`src/rtl/winner_label_vote_if.sv`:
```
// Column-result / prediction bundle between the column and winner_label_vote.
// The master drives the column result and control; the slave returns the prediction and status.
interface winner_label_vote_if #(
  parameter int NEURONS = 12,
  parameter int LABELS  = 10
);
  localparam int WBITS = $clog2(NEURONS);
  localparam int LBITS = $clog2(LABELS);

  logic             valid;
  logic [WBITS-1:0] winner;
  logic             no_winner;
  logic [LBITS-1:0] label;
  logic             mode;
  logic             clear;
  logic             busy;
  logic             pred_valid;
  logic [LBITS-1:0] pred_label;
  logic             pred_unknown;
  logic             overrun;
  logic [15:0]      hits;
  logic [15:0]      total;

  modport master (
    output valid, winner, no_winner, label, mode, clear,
    input  busy, pred_valid, pred_label, pred_unknown, overrun, hits, total
  );

  modport slave (
    input  valid, winner, no_winner, label, mode, clear,
    output busy, pred_valid, pred_label, pred_unknown, overrun, hits, total
  );
endinterface

```
`src/rtl/winner_label_vote.sv`:
```
// Neuron-by-label vote: trains a saturating histogram, infers by a sequential argmax scan.
// Optional accuracy counters (hits/total) are built when WLV_ACCURACY_EN is defined.
module winner_label_vote #(
  parameter int NEURONS  = 12,
  parameter int LABELS   = 10,
  parameter int CNT_BITS = 8
) (
  input logic                clk,
  input logic                rst_n,
  winner_label_vote_if.slave bus
);
  localparam int WBITS = $clog2(NEURONS);
  localparam int LBITS = $clog2(LABELS);
  localparam logic [CNT_BITS-1:0] CNT_MAX  = '1;
  localparam logic [LBITS-1:0]    IDX_LAST = LBITS'(LABELS - 1);

  typedef enum logic [1:0] {S_IDLE, S_SCAN, S_DONE} state_t;

  state_t              state_q, state_d;
  logic                busy_q, busy_d;
  logic                pred_valid_q, pred_valid_d;
  logic [LBITS-1:0]    pred_label_q, pred_label_d;
  logic                pred_unknown_q, pred_unknown_d;
  logic                overrun_q, overrun_d;
  logic [LBITS-1:0]    idx_q, idx_d;
  logic [WBITS-1:0]    win_q, win_d;
  logic [LBITS-1:0]    best_q, best_d;
  logic [CNT_BITS-1:0] best_cnt_q, best_cnt_d;
  logic [CNT_BITS-1:0] cnt_q [NEURONS][LABELS];
  logic [CNT_BITS-1:0] cnt_d [NEURONS][LABELS];
`ifdef WLV_ACCURACY_EN
  logic [LBITS-1:0]    lbl_q, lbl_d;
  logic [15:0]         hits_q, hits_d;
  logic [15:0]         total_q, total_d;
`endif

  logic                win_ok;
  logic                label_ok;
  logic [CNT_BITS-1:0] cur_cnt;
  logic                take;
  logic [LBITS-1:0]    nxt_best;
  logic [CNT_BITS-1:0] nxt_best_cnt;

  always_comb begin
    state_d        = state_q;
    busy_d         = busy_q;
    pred_valid_d   = 1'b0;
    pred_label_d   = pred_label_q;
    pred_unknown_d = pred_unknown_q;
    overrun_d      = overrun_q;
    idx_d          = idx_q;
    win_d          = win_q;
    best_d         = best_q;
    best_cnt_d     = best_cnt_q;
    cnt_d          = cnt_q;
`ifdef WLV_ACCURACY_EN
    lbl_d          = lbl_q;
    hits_d         = hits_q;
    total_d        = total_q;
`endif

    // Out-of-range winner indices behave exactly like a missing winner.
    win_ok       = !bus.no_winner && (int'(bus.winner) < NEURONS);
    label_ok     = int'(bus.label) < LABELS;
    cur_cnt      = cnt_q[win_q][idx_q];
    take         = cur_cnt > best_cnt_q;
    nxt_best     = take ? idx_q : best_q;
    nxt_best_cnt = take ? cur_cnt : best_cnt_q;

    if (bus.clear) begin
      cnt_d     = '{default: '0};
      overrun_d = 1'b0;
      state_d   = S_IDLE;
      busy_d    = 1'b0;
`ifdef WLV_ACCURACY_EN
      hits_d    = '0;
      total_d   = '0;
`endif
    end else begin
      case (state_q)
        S_IDLE: begin
          if (bus.valid) begin
            if (!bus.mode) begin
              if (win_ok && label_ok && cnt_q[bus.winner][bus.label] != CNT_MAX)
                cnt_d[bus.winner][bus.label] = cnt_q[bus.winner][bus.label] + 1'b1;
            end else if (!win_ok) begin
              pred_valid_d   = 1'b1;
              pred_unknown_d = 1'b1;
            end else begin
              state_d    = S_SCAN;
              busy_d     = 1'b1;
              idx_d      = '0;
              win_d      = bus.winner;
              best_d     = '0;
              best_cnt_d = '0;
`ifdef WLV_ACCURACY_EN
              lbl_d      = bus.label;
`endif
            end
          end
        end
        S_SCAN: begin
          if (bus.valid) overrun_d = 1'b1;
          best_d     = nxt_best;
          best_cnt_d = nxt_best_cnt;
          if (idx_q == IDX_LAST) begin
            // Last label: publish the result straight from the final compare.
            state_d        = S_DONE;
            busy_d         = 1'b0;
            pred_valid_d   = 1'b1;
            pred_unknown_d = (nxt_best_cnt == '0);
            pred_label_d   = (nxt_best_cnt == '0) ? '0 : nxt_best;
          end else begin
            idx_d = idx_q + 1'b1;
          end
        end
        S_DONE: begin
          if (bus.valid) overrun_d = 1'b1;
          state_d = S_IDLE;
        end
        default: state_d = S_IDLE;
      endcase
    end

`ifdef WLV_ACCURACY_EN
    if (pred_valid_d) begin
      if (total_q != 16'hFFFF) total_d = total_q + 16'd1;
      if (!pred_unknown_d && pred_label_d == lbl_q && hits_q != 16'hFFFF)
        hits_d = hits_q + 16'd1;
    end
`endif
  end

  always_ff @(posedge clk or negedge rst_n) begin
    if (!rst_n) begin
      state_q        <= S_IDLE;
      busy_q         <= 1'b0;
      pred_valid_q   <= 1'b0;
      pred_label_q   <= '0;
      pred_unknown_q <= 1'b0;
      overrun_q      <= 1'b0;
      idx_q          <= '0;
      win_q          <= '0;
      best_q         <= '0;
      best_cnt_q     <= '0;
      cnt_q          <= '{default: '0};
`ifdef WLV_ACCURACY_EN
      lbl_q          <= '0;
      hits_q         <= '0;
      total_q        <= '0;
`endif
    end else begin
      state_q        <= state_d;
      busy_q         <= busy_d;
      pred_valid_q   <= pred_valid_d;
      pred_label_q   <= pred_label_d;
      pred_unknown_q <= pred_unknown_d;
      overrun_q      <= overrun_d;
      idx_q          <= idx_d;
      win_q          <= win_d;
      best_q         <= best_d;
      best_cnt_q     <= best_cnt_d;
      cnt_q          <= cnt_d;
`ifdef WLV_ACCURACY_EN
      lbl_q          <= lbl_d;
      hits_q         <= hits_d;
      total_q        <= total_d;
`endif
    end
  end

  assign bus.busy         = busy_q;
  assign bus.pred_valid   = pred_valid_q;
  assign bus.pred_label   = pred_label_q;
  assign bus.pred_unknown = pred_unknown_q;
  assign bus.overrun      = overrun_q;
`ifdef WLV_ACCURACY_EN
  assign bus.hits         = hits_q;
  assign bus.total        = total_q;
`else
  assign bus.hits         = '0;
  assign bus.total        = '0;
`endif
endmodule
```
`src/flat_wrapper.sv`:
```
// flat-port wrapper written by rule: the top's interface ports become plain ports
module winner_label_vote_flat 
#(
  parameter int NEURONS  = 12,
  parameter int LABELS   = 10,
  parameter int CNT_BITS = 8
)
  (clk, rst_n, bus_valid, bus_winner, bus_no_winner, bus_label, bus_mode, bus_clear, bus_busy, bus_pred_valid, bus_pred_label, bus_pred_unknown, bus_overrun, bus_hits, bus_total);
  winner_label_vote_if #(.NEURONS(NEURONS), .LABELS(LABELS)) bus_i ();
  input logic clk;
  input logic rst_n;
  input wire logic [$bits(bus_i.valid)-1:0] bus_valid;
  input wire logic [$bits(bus_i.winner)-1:0] bus_winner;
  input wire logic [$bits(bus_i.no_winner)-1:0] bus_no_winner;
  input wire logic [$bits(bus_i.label)-1:0] bus_label;
  input wire logic [$bits(bus_i.mode)-1:0] bus_mode;
  input wire logic [$bits(bus_i.clear)-1:0] bus_clear;
  output wire logic [$bits(bus_i.busy)-1:0] bus_busy;
  output wire logic [$bits(bus_i.pred_valid)-1:0] bus_pred_valid;
  output wire logic [$bits(bus_i.pred_label)-1:0] bus_pred_label;
  output wire logic [$bits(bus_i.pred_unknown)-1:0] bus_pred_unknown;
  output wire logic [$bits(bus_i.overrun)-1:0] bus_overrun;
  output wire logic [$bits(bus_i.hits)-1:0] bus_hits;
  output wire logic [$bits(bus_i.total)-1:0] bus_total;
  assign bus_i.valid = bus_valid;
  assign bus_i.winner = bus_winner;
  assign bus_i.no_winner = bus_no_winner;
  assign bus_i.label = bus_label;
  assign bus_i.mode = bus_mode;
  assign bus_i.clear = bus_clear;
  assign bus_busy = bus_i.busy;
  assign bus_pred_valid = bus_i.pred_valid;
  assign bus_pred_label = bus_i.pred_label;
  assign bus_pred_unknown = bus_i.pred_unknown;
  assign bus_overrun = bus_i.overrun;
  assign bus_hits = bus_i.hits;
  assign bus_total = bus_i.total;
  winner_label_vote #(.NEURONS(NEURONS), .LABELS(LABELS), .CNT_BITS(CNT_BITS)) u_core (.clk(clk), .rst_n(rst_n), .bus(bus_i));
endmodule
```
`config.mk`:
```
export PLATFORM = sky130hd
export DESIGN_NAME = winner_label_vote_flat
export DESIGN_NICKNAME = d
export VERILOG_FILES = /design/src/rtl/winner_label_vote_if.sv /design/src/rtl/winner_label_vote.sv /design/src/flat_wrapper.sv
export SDC_FILE = /design/constraint.sdc
export NUM_CORES = 2
export LEC_CHECK = 0
export ABC_AREA = 0
export CAP_MARGIN = 20
export CORE_UTILIZATION = 45
export DETAILED_ROUTE_END_ITERATION = 8
export DONT_BUFFER_PORTS = 1
export PLACE_DENSITY = 0.62
export SKIP_LAST_GASP = 1
export SLEW_MARGIN = 40
export SYNTH_ARGS = -nofsm -noshare
export SYNTH_HDL_FRONTEND = slang
export SYNTH_SLANG_ARGS = --single-unit
export TNS_END_PERCENT = 100
```
`constraint.sdc`:
```
create_clock -name clk -period 5 [get_ports clk]
set_clock_uncertainty 0.2 [all_clocks]
set_input_delay 1.5 -clock clk [delete_from_list [all_inputs] [get_ports clk]]
set_output_delay 1.5 -clock clk [all_outputs]
set_load 0.05 [all_outputs]
```
==> flow_metrics.py <==
metrics = {
    "status": {
        "outcome": "finished, violations left",
        "failed_checks": "design-rule violations, negative setup slack",
    },
    "pwr": {
        "power_density_mw_per_mm2": 292,
        "p_leak_nw": 28.9,
        "power_frac_clock": 0.406,
        "pwr-share-comb": 0.210,
        "pwr-share-seq": 0.384,
        "p_int_mw": 14.7,
        "sw_frac_of_total": 0.308,
        "peakVddDrop_uv": 303,
        "finalPower_mw": 21.2,
        "power.switching_mw": 6.52,
    },
    "sta": {
        "fin_crit_sh": 1.01,
        "tightest_slew_ns": 1.16,
        "relSlewSlack": 0.230,
        "min_period_ns": 5.06,
        "hold_viol": 0,
        "fmax_mhz": 197,
        "drv_slew": 0,
        "finalWorstSetupSlack_ns": -0.0635,
        "setup_viol": 11,
    },
    "worst_setup_path": {
        "worstPathMaxFanout": 307,
        "worstReg2RegStart": "u_core.win_q[0]$_DFFE_PN0P_",
        "cp-start-kind": "input pin",
        "path_cells": "mux4_2 > nand2_1 > a21oi_1 > a2111oi_2 > nand4_1 > buf_4 > and2_4 > buf_12 > a311oi_4 > buf_4 > mux2i_1 > nor2_1",
        "cpPeakStageDelay_ns": 0.80,
        "arrival_ns": 5.46,
        "worstSetupPathType": "in2reg",
        "crit_slowest_cell": "mux4_2",
        "crit_required_ns": 5.40,
        "worstSetupEndpointType": "flip-flop",
        "worst_r2r_endpoint": "u_core.bus.pred_label[2]$_DFFE_PN0P_",
        "path_common_cell": "buf_4",
        "r2r_cells": 21,
        "rrSetupSlack_ns": 0.05,
    },
    "drt": {
        "viasPerCell": 6.90,
        "dr.pass1.iters": 8,
        "drtIter0Drc": 8403,
        "num_vias": 53300,
        "routed_wl_um": 255000,
        "post_drt_wl_per_cell_um": 33.0,
        "ant_nets": 0,
        "drc": 14,
    },
    "synth": {
        "synthCells": 5651,
        "yosys.area_share.simple": 0.141,
        "syn_avg_cell_area_um2": 10.8,
        "synth-edff-count": 0,
        "synth-compound-area-share": 0.156,
        "ys_ff_latch": 990,
        "synth_mux_area_frac": 0.240,
        "synthFlopType": "dfrtp_1",
        "synthXorXnorAreaFrac": 0.000577,
        "yosys.area.top_type": "dfrtp_1",
        "synth_top_family_by_area": "multiplexers",
        "yosys_warnings": 0,
        "yosysTopAreaCellShare": 0.408,
        "synth-async-reset-ratio": 1.00,
        "synth_area_leaders": "dfrtp_1 (41%), mux4_2 (15%), mux2i_1 (9.0%)",
        "synth_fa_ha_area_frac": 0.00288,
        "synth-seq-area-share": 0.408,
        "netlist_area_mm2": 0.0608,
        "post_synth_num_cell_types": 91,
    },
    "run": {
        "drv_cap": 0,
    },
    "clock_network": {
        "cts_num_sinks": 990,
        "clock_latency_ns": 0.80,
        "hold_buffers": 0,
        "clockBufferDepth": 3,
        "cts_tree": "built",
        "cts-root-buf": "clkbuf_16",
        "htreeDepth": 3,
        "numCtsBuffers": 113,
        "clkTransAtPathRegs_ns": 0.07,
    },
    "floorplanning": {
        "coreArea_mm2": 0.134,
        "start_util": 0.454,
        "die_w_um": 369,
        "die-area_mm2": 0.137,
        "fp-row-count": 134,
        "die_h_um": 369,
        "io_pins": 54,
    },
    "finish": {
        "design_area_mm2": 0.0725,
        "final_nets": 5885,
        "drive_gt1_frac": 0.258,
        "area_growth_pct": 19.2,
    },
    "grt": {
        "overflow": 0,
        "track_usage": 0.369,
        "grt_pass1_vias": 50900,
        "grt_max_degree": 1091,
        "grt_pass1_wl_um": 368000,
        "antenna_found_initial": 8,
    },
    "placed_design": {
        "post-place-ws_ns": -0.592,
        "place_hpwl_um": 170000,
        "gp_congestion": 1.06,
        "post_dp_cell_area_mm2": 0.0677,
        "io_buffers": 0,
    },
    "hold_path": {
        "holdCritPathClass": "in2async",
    },
}
==> area by class of cell <==
class,instances,area [µm²]
clock inverters,39,390
multi-input cells,4035,33900
repair buffers,692,7650
fillers,11600,61300
well taps,1768,2210
flip-flops and latches,990,24800
diodes,5,12.5
clock buffers,169,3420
inverters,25,96.3
==> cell families after synthesis <==
family / Yosys count
adder cells (fa/ha/maj): 14
XOR/XNOR: 4
other: 1
AND/OR/NAND/NOR: 1664
buffers and inverters: 657
multiplexers: 961
flip-flops: 990
AO/OA/AOI/OAI: 1360
==> per-stage QoR <==
| stage | TNS (ns) | hold WS [ns] | util | instances |
|---|---|---|---|---|
| after floorplan | -252.27 | 0.250 | - | 5682 |
| after detailed placement | -123.65 | 0.270 | 0.506 | 7473 |
| after global placement | -143.72 | 0.267 | 0.504 | 7465 |
| after CTS | 0 | 0.167 | 0.537 | 7694 |
| final | -0.159 | 0.209 | 0.542 | 7723 |
| after global routing | -0.00499 | 0.186 | 0.542 | 7720 |
==> metal layers <==
layer,share of wire,routed length (µm),up-vias,global-route usage
met2,0.41,105000,3787,0.507
met1,0.38,97800,26900,0.500
met5,0.00082,208,-,0.00962
met3,0.13,33200,862,0.127
li1,-,-,21700,-
met4,0.072,18500,7,0.218
==> cell usage in the layout, fill, tap and decap left out, drive strengths merged, types with 8 or more instances in the layout <==
cell,synthesis,layout
nand2,233,233
buf,274,687
mux2i,547,547
or3,15,15
a31oi,53,53
nor2,412,412
or2,11,11
and3,8,8
a22o,14,14
nand4,76,76
o31ai,33,33
clkbuf,358,171
conb,1,32
nand3,252,252
dfrtp,990,990
nand3b,23,23
ha,14,14
a22oi,112,112
o21ai,285,285
o311ai,23,23
or4,63,63
a311oi,38,38
nor2b,24,24
o22ai,366,366
a21oi,359,359
inv,24,27
mux4,395,395
clkinv,1,27
nand2b,408,408
mux2,19,19
o211ai,13,13
nor3,96,96
==> critical path: cells and delay by family <==
| kind | cells | cell delay (ns) |
|---|---|---|
| AOI/OAI and AO/OA | 3 | 1.10 |
| buffers and inverters | 3 | 0.66 |
| and+or+nand+nor | 4 | 0.68 |
| muxes | 2 | 1.01 |
==> state kept, by name, summed over array words and instances, names as in the netlist <==
| name | cells |
|---|---|
| u_core.best_cnt_q | 8 |
| u_core.best_q | 4 |
| u_core.bus.busy | 1 |
| u_core.bus.overrun | 1 |
| u_core.bus.pred_label | 4 |
| u_core.bus.pred_unknown | 1 |
| u_core.bus.pred_valid | 1 |
| u_core.cnt_q | 960 |
| u_core.idx_q | 4 |
| u_core.state_q | 2 |
| u_core.win_q | 4 |
==> power groups by stage <==
stage | combinational, mW | sequential [mW] | clock (mW)
2_1_floorplan | 2.16 | 8.23 | 0
3_3_place_gp | 3.54 | 8.29 | 0
3_5_place_dp | 3.73 | 8.29 | 0
4_1_cts | 3.98 | 8.13 | 8.67
5_1_grt | 4.52 | 8.13 | 8.98
6_report | 4.45 | 8.13 | 8.61
==> worst max-delay path by stage <==
| stage | start | endpoint | depth (start not counted) |
|---|---|---|---|
| 2_1_floorplan | bus_winner[0] | u_core.cnt_q[536]$_DFFE_PN0P_ | 22 |
| 3_3_place_gp | u_core.win_q[0]$_DFFE_PN0P_ | u_core.bus.pred_label[2]$_DFFE_PN0P_ | 21 |
| 3_5_place_dp | u_core.win_q[0]$_DFFE_PN0P_ | u_core.bus.pred_label[3]$_DFFE_PN0P_ | 21 |
| 4_1_cts | u_core.win_q[0]$_DFFE_PN0P_ | u_core.bus.pred_unknown$_DFFE_PN0P_ | 22 |
| 5_1_grt | u_core.win_q[0]$_DFFE_PN0P_ | u_core.bus.pred_label[2]$_DFFE_PN0P_ | 22 |
| 6_report | bus_winner[1] | u_core.cnt_q[588]$_DFFE_PN0P_ | 12 |
==> repair_timing <==
action | in CTS | in global routing
resized for setup | 35 | 48
buffers inserted | 9 | 17
endpoints found under the hold margin | 0 | 0
cloned | 4 | 1
pin swaps | 4 | 6
endpoints found under the setup margin | 11 | 11
==> synthesized netlist by cell type, types with 24 or more instances <==
library cell and instances:
clkbuf_1 358, nand2_1 233, buf_4 57, buf_2 142, dfrtp_1 990, mux2i_1 547, nor3_1 95, buf_1 39
or4_1 63, a31oi_4 27, o31ai_1 28, o21ai_0 276, a22oi_1 112, nor2_1 411, nand4_1 76, nand2b_1 408
mux4_2 395, a311oi_4 30, nor2b_1 24, o22ai_1 366, buf_6 35, nand3_1 251, a21oi_1 359
(Power assumes the default switching activity.)
